==> config.mk <==
export PLATFORM = sky130hd
export DESIGN_NAME = fetch_stage
export DESIGN_NICKNAME = d
export VERILOG_FILES = /design/src/rtl/fetch_stage.sv
export SDC_FILE = /design/constraint.sdc
export NUM_CORES = 1
export LEC_CHECK = 0
export CAP_MARGIN = 0
export CORE_MARGIN = 2
export CORE_UTILIZATION = 45
export DETAILED_ROUTE_END_ITERATION = 10
export PLACE_DENSITY = 0.86
export SLEW_MARGIN = 20
export SYNTH_ARGS = -nofsm -noshare
export SYNTH_HDL_FRONTEND = slang
export SYNTH_SLANG_ARGS = --single-unit
export TNS_END_PERCENT = 10
==> constraint.sdc <==
create_clock -name clk -period 2.1 [get_ports clk]
set_input_delay 0.315 -clock clk [delete_from_list [all_inputs] [get_ports clk]]
set_output_delay 0.315 -clock clk [all_outputs]
set_load 0.005 [all_outputs]
==> src/rtl/fetch_stage.sv <==
// Instruction-fetch stage with the IF/ID pipeline register.
// Holds the PC, picks the next PC (sequential, branch or jump), latches the fetched
// instruction and its PC+4 into IF/ID, and keeps saturating stall/flush counters.
module fetch_stage #(
    parameter logic [31:0] RESET_PC = 32'h0000_0000,
    parameter logic [31:0] NOP_INST = 32'h0000_0000,
    parameter int unsigned CNT_W    = 16
) (
    input  logic              clk,
    input  logic              rst,
    input  logic              PcWrite,
    input  logic              IF_ID_Write,
    input  logic              Branch,
    input  logic [31:0]       BranchTarget,
    input  logic              Jump,
    input  logic [31:0]       JumpTarget,
    input  logic [31:0]       InstIn,
    output logic [31:0]       PcOut,
    output logic [31:0]       IF_ID_Inst,
    output logic [31:0]       IF_ID_PcPlus4,
    output logic              IF_ID_Valid,
    output logic [CNT_W-1:0]  StallCount,
    output logic [CNT_W-1:0]  FlushCount
);

    localparam logic [CNT_W-1:0] CntOne = {{(CNT_W-1){1'b0}}, 1'b1};
    localparam logic [CNT_W-1:0] CntMax = {CNT_W{1'b1}};

    logic [31:0]      pc_q, pc_d;
    logic [31:0]      pc_plus4;
    logic [31:0]      inst_q, inst_d;
    logic [31:0]      pp4_q, pp4_d;
    logic             valid_q, valid_d;
    logic [CNT_W-1:0] stall_q, stall_d;
    logic [CNT_W-1:0] flush_q, flush_d;
    logic             redir;

    // Sequential PC wraps modulo 2^32; a redirect only counts when the PC may move.
    assign pc_plus4 = pc_q + 32'd4;
    assign redir    = PcWrite & (Jump | Branch);

    // Next PC: hold on stall, otherwise jump beats branch beats sequential.
    always_comb begin
        pc_d = pc_q;
        if (PcWrite) begin
            if (Jump) begin
                pc_d = JumpTarget;
            end else if (Branch) begin
                pc_d = BranchTarget;
            end else begin
                pc_d = pc_plus4;
            end
        end
    end

    // Next IF/ID contents: a flush overrides the hold, so the wrong-path fetch never lands.
    always_comb begin
        inst_d  = inst_q;
        pp4_d   = pp4_q;
        valid_d = valid_q;
        if (redir) begin
            inst_d  = NOP_INST;
            pp4_d   = 32'd0;
            valid_d = 1'b0;
        end else if (IF_ID_Write) begin
            inst_d  = InstIn;
            pp4_d   = pc_plus4;
            valid_d = 1'b1;
        end
    end

    // Next counter values, saturating at all-ones.
    always_comb begin
        stall_d = stall_q;
        flush_d = flush_q;
        if (!PcWrite && (stall_q != CntMax)) begin
            stall_d = stall_q + CntOne;
        end
        if (redir && (flush_q != CntMax)) begin
            flush_d = flush_q + CntOne;
        end
    end

    // State registers with synchronous reset that overrides every other input.
    always_ff @(posedge clk) begin
        if (rst) begin
            pc_q    <= RESET_PC;
            inst_q  <= NOP_INST;
            pp4_q   <= 32'd0;
            valid_q <= 1'b0;
            stall_q <= '0;
            flush_q <= '0;
        end else begin
            pc_q    <= pc_d;
            inst_q  <= inst_d;
            pp4_q   <= pp4_d;
            valid_q <= valid_d;
            stall_q <= stall_d;
            flush_q <= flush_d;
        end
    end

    assign PcOut         = pc_q;
    assign IF_ID_Inst    = inst_q;
    assign IF_ID_PcPlus4 = pp4_q;
    assign IF_ID_Valid   = valid_q;
    assign StallCount    = stall_q;
    assign FlushCount    = flush_q;

endmodule

==> After elaboration in Yosys (flattened, before gate mapping) <==
Cells that the tools add are included.
{ "classes": {"n_addsub": 3, "n_bitwise": 2, "eq_ne": 2, "n_mux": 2, "reduce_logical": 4} }
{ "ops": {"columns": ["cell", "n"], "rows": [
  ["32-bit two-way mux", 2],
  ["16-bit by 1-bit adder with 16-bit output, second input constant", 2],
  ["32-bit by 3-bit adder with 32-bit output, second input constant", 1],
  ["16-bit inequality test, second input constant", 2],
  ["1-bit logical AND", 2],
  ["2-bit OR reduction", 1],
  ["1-bit bitwise AND", 1],
  ["1-bit logical NOT", 1],
  ["1-bit OR", 1]
]} }
{ "totals": {"elab_cells": 19, "register_bits": 129, "in_bits": 102} }

==> Longest topological paths before layout <==
{ "depth": {"depth_word": 3, "depth_mapped": 7, "ltp_nobuf": 6} }

==> Least setup slack after synthesis <==
Ideal clock, no wire load.
{ "synth_path": {"kind": "flip-flop to flip-flop", "start": "register stall_q[12] (netlist: StallCount[12])", "end": "register stall_q[13] (netlist: StallCount[13])", "t_required_ns": 2.030, "slack_ns": 0.183, "stages_incl_launch_ff": 6, "path_buffers": 0, "arrival_ns": 1.846, "cell_sequence": "dfxtp_1 and4_1 and4_4 a2111o_1 or4b_1 a21oi_1"} }
{ "synth_between": {"elab_chain_len": 2} }
{ "synth_lines": {"columns": ["element", "line", "rtl"], "rows": [
  ["start, declared", "34", "logic [CNT_W-1:0] stall_q, stall_d;"],
  ["start signal, assigned", "98", "stall_q <= stall_d;"],
  ["branches (longest 2 deep; another with 16-bit by 1-bit adder with 16-bit output)", null, null]
]} }
Several ways; the timed one is not identified.
A chain may end at the register's enable or synchronous reset.

==> Worst setup path in the final report <==
{ "layout_path": {"start": "register stall_q[9] (netlist: StallCount[9])", "end": "register stall_q[13] (netlist: StallCount[13])"} }
Same word-level chain as after synthesis.

==> impl_metrics.yaml <==
final_layout:
  fin_util: 0.7163
  layout.cells.most_common_list: "clkdlybuf4s50_1 (227), dfxtp_1 (129), nor2_1 (109)"
  multi_input_comb_area_sq_mm: 0.003304
  n_fill_cell: 1042
  final_nets: 1083
  diodes: 0
  areaGrowthSynthToFinish_pct: 54.88
  final_design_area_no_fill_sq_mm: 0.009523
  register_area_sq_mm: 0.002582
  layout-drive-gt1-share: 0.1041
  mostFrequentLayoutCell: "clkdlybuf4s50_1"
drt:
  post_drt_via_cell_ratio: 5.524
  num_vias: 6435
  detail_route.wl_per_cell_um: 17.40
  drt_pre_antenna_iters: 5
  drc_errors: 0
  ant_nets: 0
  drt_first_iter_violations: 425
  drt_wl_total_mm: 20.27
clock_tree:
  cts.path.max_buffers: 2
  clock_sinks: 129
  cts-root-buf: "clkbuf_16"
  numCtsBuffers: 17
  cts.repair_timing.setup_buffer_count: 0
  post_cts_clock_slew_at_the_launch_and_capture_registers_of_the_worst_setup_and_hold_paths_ns: 0.06
  tritoncts_clock_tree: "done"
  clk_latency_ns: 0.42
  cts_htree_levels: 4
global_route:
  grt_util_met3: 0.07566
  busiest_metal_layer_after_global_routing: "met2"
  grt_antenna_before_repair: 0
  grtUsageMet2: 0.4596
  globalRouteTotalUtil: 0.2786
  first_global_vias: 6411
  globalRouteOverflowTotal: 0
  grt_pass1_wl_mm: 32.14
  met1_usage: 0.3351
  grt_max_degree: 50
synthesis:
  synth.area.top_cells: "dfxtp_1 (42%), nor2_1 (6.7%), mux2i_1 (6.5%)"
  post_synthesis_cell_area_sq_mm: 0.006148
  yosys.cell_types.count: 59
  yosysWarnings: 0
  gate_count_after_technology_mapping: 726
  async_flop_share: 0
  ys_seq_elements: 129
  yosysSeqAreaShare: 0.4200
  post_synth_mux_area_share: 0.06512
  adder_cell_share_of_the_synthesized_area: 0.006105
  synth_top_area_cell: "dfxtp_1"
  synth_nets: 831
  largest_family_of_logic_cells_by_synthesized_area: "simple AND/OR/NAND/NOR gates"
  synth_top_area_frac: 0.4200
  synth-compound-area-share: 0.1960
  synth_xor_area_frac: 0.07123
  synth-main-ff-cell: "dfxtp_1"
  simple_logic_cell_fraction_of_the_synthesized_area: 0.1968
  synth_area_per_cell_sq_um: 8.469
  synth-edff-count: 0
floorplan:
  num_rows: 42
  die_width_um: 120.9
  effective_utilization_at_floorplan: 0.4625
  io-pin-count: 231
  area_of_the_core_region_sq_mm: 0.01330
  die_area_sq_mm: 0.01461
  dieHeight_um: 120.9
setup_path:
  worstSetupPathType: "flip-flop to flip-flop"
  setup.reg_to_reg.worst_slack_ns: 0.09
  startpoint_type: "flip-flop"
  arrival_ns: 2.36
  reg2reg_from: "StallCount[9]$_SDFFE_PP0P_"
  r2r_endpoint: "StallCount[13]$_SDFFE_PP0P_"
  worst_setup_path_startpoint: "StallCount[9]$_SDFFE_PP0P_"
  critical_path.cell_chain: "and4_4 -> and4_4 -> a2111o_1 -> or4b_1 -> a21oi_1"
  setup.worst_path.end: "StallCount[13]$_SDFFE_PP0P_"
  critical-path-slowest-cell: "a2111o_1"
  r2r_cell_count: 5
  critical-path-top-cell-by-count: "and4_4"
  critPathMaxStageDelay_ns: 0.53
  required_ns: 2.45
  worstPathMaxFanout: 10
  setup.worst_path.end_class: "flip-flop"
power:
  p_total_w: 0.006479
  cellPowerDensity_mw_per_mm2: 680.4
  leakage_nw: 3.540
  vdd_drop_max_uv: 486.8
place:
  port_buffers: 230
  place_congestion: 0.8720
  detailedPlacementHpwl_mm: 14.65
  placement.cell_area_sq_mm: 0.008932
  pre_cts_slack_ns: -0.03201
flow_run:
  count_of_maximum_capacitance_violations: 0
worst_hold_path:
  hold_depth: 3
  timing.hold.worst.class: "primary input to flip-flop"
sta:
  timing_hold_violations_final: 0
  post-route-min-period_ns: 2.010
  maxClockFrequency_mhz: 497.6
  worst-slew-pin-transition_ns: 0.5122
  unrepaired_setup_endpoints_after_global_routing: "false"
  finalWorstSetupSlack_ns: 0.09035
  timing.clock.skew_ns: 0.007218
  timing.final.crit_share: 0.9570
  final_setup_fails: 0
  timing.slew.headroom: 0.6497
  final-max-slew-violation-count: 0
status:
  result_of_the_run: "completed"
==> final cells by class <==
class                   instances  share of cell area
multi-input cells             527              0.3470
repair buffers                286              0.2912
flip-flops and latches        129              0.2712
clock buffers                  21             0.04940
well taps                     176             0.02312
clock inverters                 9             0.01143
inverters                      17            0.006701
==> state kept, by name (all words and copies together), names as in the netlist <==
signal         count
StallCount        16
PcOut             32
IF_ID_PcPlus4     32
IF_ID_Inst        32
IF_ID_Valid        1
FlushCount        16
==> power by group <==
group | total, W | switching [W] | internal [W]
clock network | 0.00288 | 0.00106 | 0.00182
registers | 0.00264 | 0.0000838 | 0.00255
logic | 0.000960 | 0.000405 | 0.000554
total | 0.00648 | 0.00155 | 0.00493
==> metal layers <==
metal / part of all wire / vias up
met1: 0.41 / 2999
met2: 0.47 / 274
met3: 0.080 / 51
met5: 0 / -
li1: - / 3111
met4: 0.034 / 0
==> cell usage after synthesis (3+ instances only) <==
| library cell | number |
|---|---|
| and4_1 | 6 |
| or3_1 | 4 |
| a21oi_1 | 47 |
| nor3_1 | 7 |
| o22ai_1 | 5 |
| nand4_1 | 19 |
| and2_1 | 5 |
| a22oi_1 | 11 |
| a31oi_1 | 5 |
| mux2i_1 | 40 |
| nor2b_1 | 5 |
| nor2_1 | 109 |
| xnor2_1 | 34 |
| ha_1 | 3 |
| o32ai_1 | 4 |
| and3_1 | 8 |
| nor4_1 | 6 |
| inv_1 | 16 |
| buf_1 | 9 |
| a222oi_1 | 8 |
| nand3_1 | 22 |
| o211ai_1 | 3 |
| a311oi_1 | 3 |
| a2bb2oi_1 | 3 |
| buf_2 | 3 |
| o2bb2ai_1 | 4 |
| xor2_1 | 16 |
| nand2_1 | 42 |
| o21ai_0 | 44 |
| or3_2 | 3 |
| o21a_1 | 4 |
| a21o_1 | 5 |
| dfxtp_1 | 129 |
| nor3b_1 | 3 |
| o31a_1 | 5 |
| clkbuf_1 | 38 |
| a211oi_1 | 19 |
==> timing repair <==
action                                  CTS  global route
endpoints found under the hold margin     0             0
hold buffers                              0             0
pin swaps                                 0             1
endpoints found under the setup margin    2             3
resized for setup                         1             1
==> logic make-up after synthesis <==
group           after synthesis
simple gates                251
fa+ha+maj                     3
flops                       129
mux                          40
buf+inv                      70
compound gates              183
xor+xnor                     50
==> stage by stage <==
step           hold WS (ns)  cells  TNS (ns)
3_5_place_dp         0.4611   1135  -0.06830
6_report             0.3084   1165         0
4_1_cts              0.2921   1165         0
3_3_place_gp         0.4451   1135         0
2_1_floorplan        0.4576    726         0
5_1_grt              0.3278   1165         0
==> critical path, delay by kind of cell, from the launching register on <==
kind	cells	cell delay [ns]
flops	1	0.33
simple gates	3	0.94
compound gates	2	0.67
==> worst min-delay path by stage <==
stage / startpoint / endpoint
floorplan: IF_ID_Valid$_SDFFE_PP0P_ / IF_ID_Valid$_SDFFE_PP0P_
CTS: IF_ID_Write / IF_ID_PcPlus4[16]$_SDFFE_PP0P_
finish: rst / StallCount[7]$_SDFFE_PP0P_
global placement: IF_ID_Valid$_SDFFE_PP0P_ / IF_ID_Valid$_SDFFE_PP0P_
detailed placement: IF_ID_Valid$_SDFFE_PP0P_ / IF_ID_Valid$_SDFFE_PP0P_
global route: rst / StallCount[6]$_SDFFE_PP0P_
Note: power is estimated with default switching activity, not from simulation.
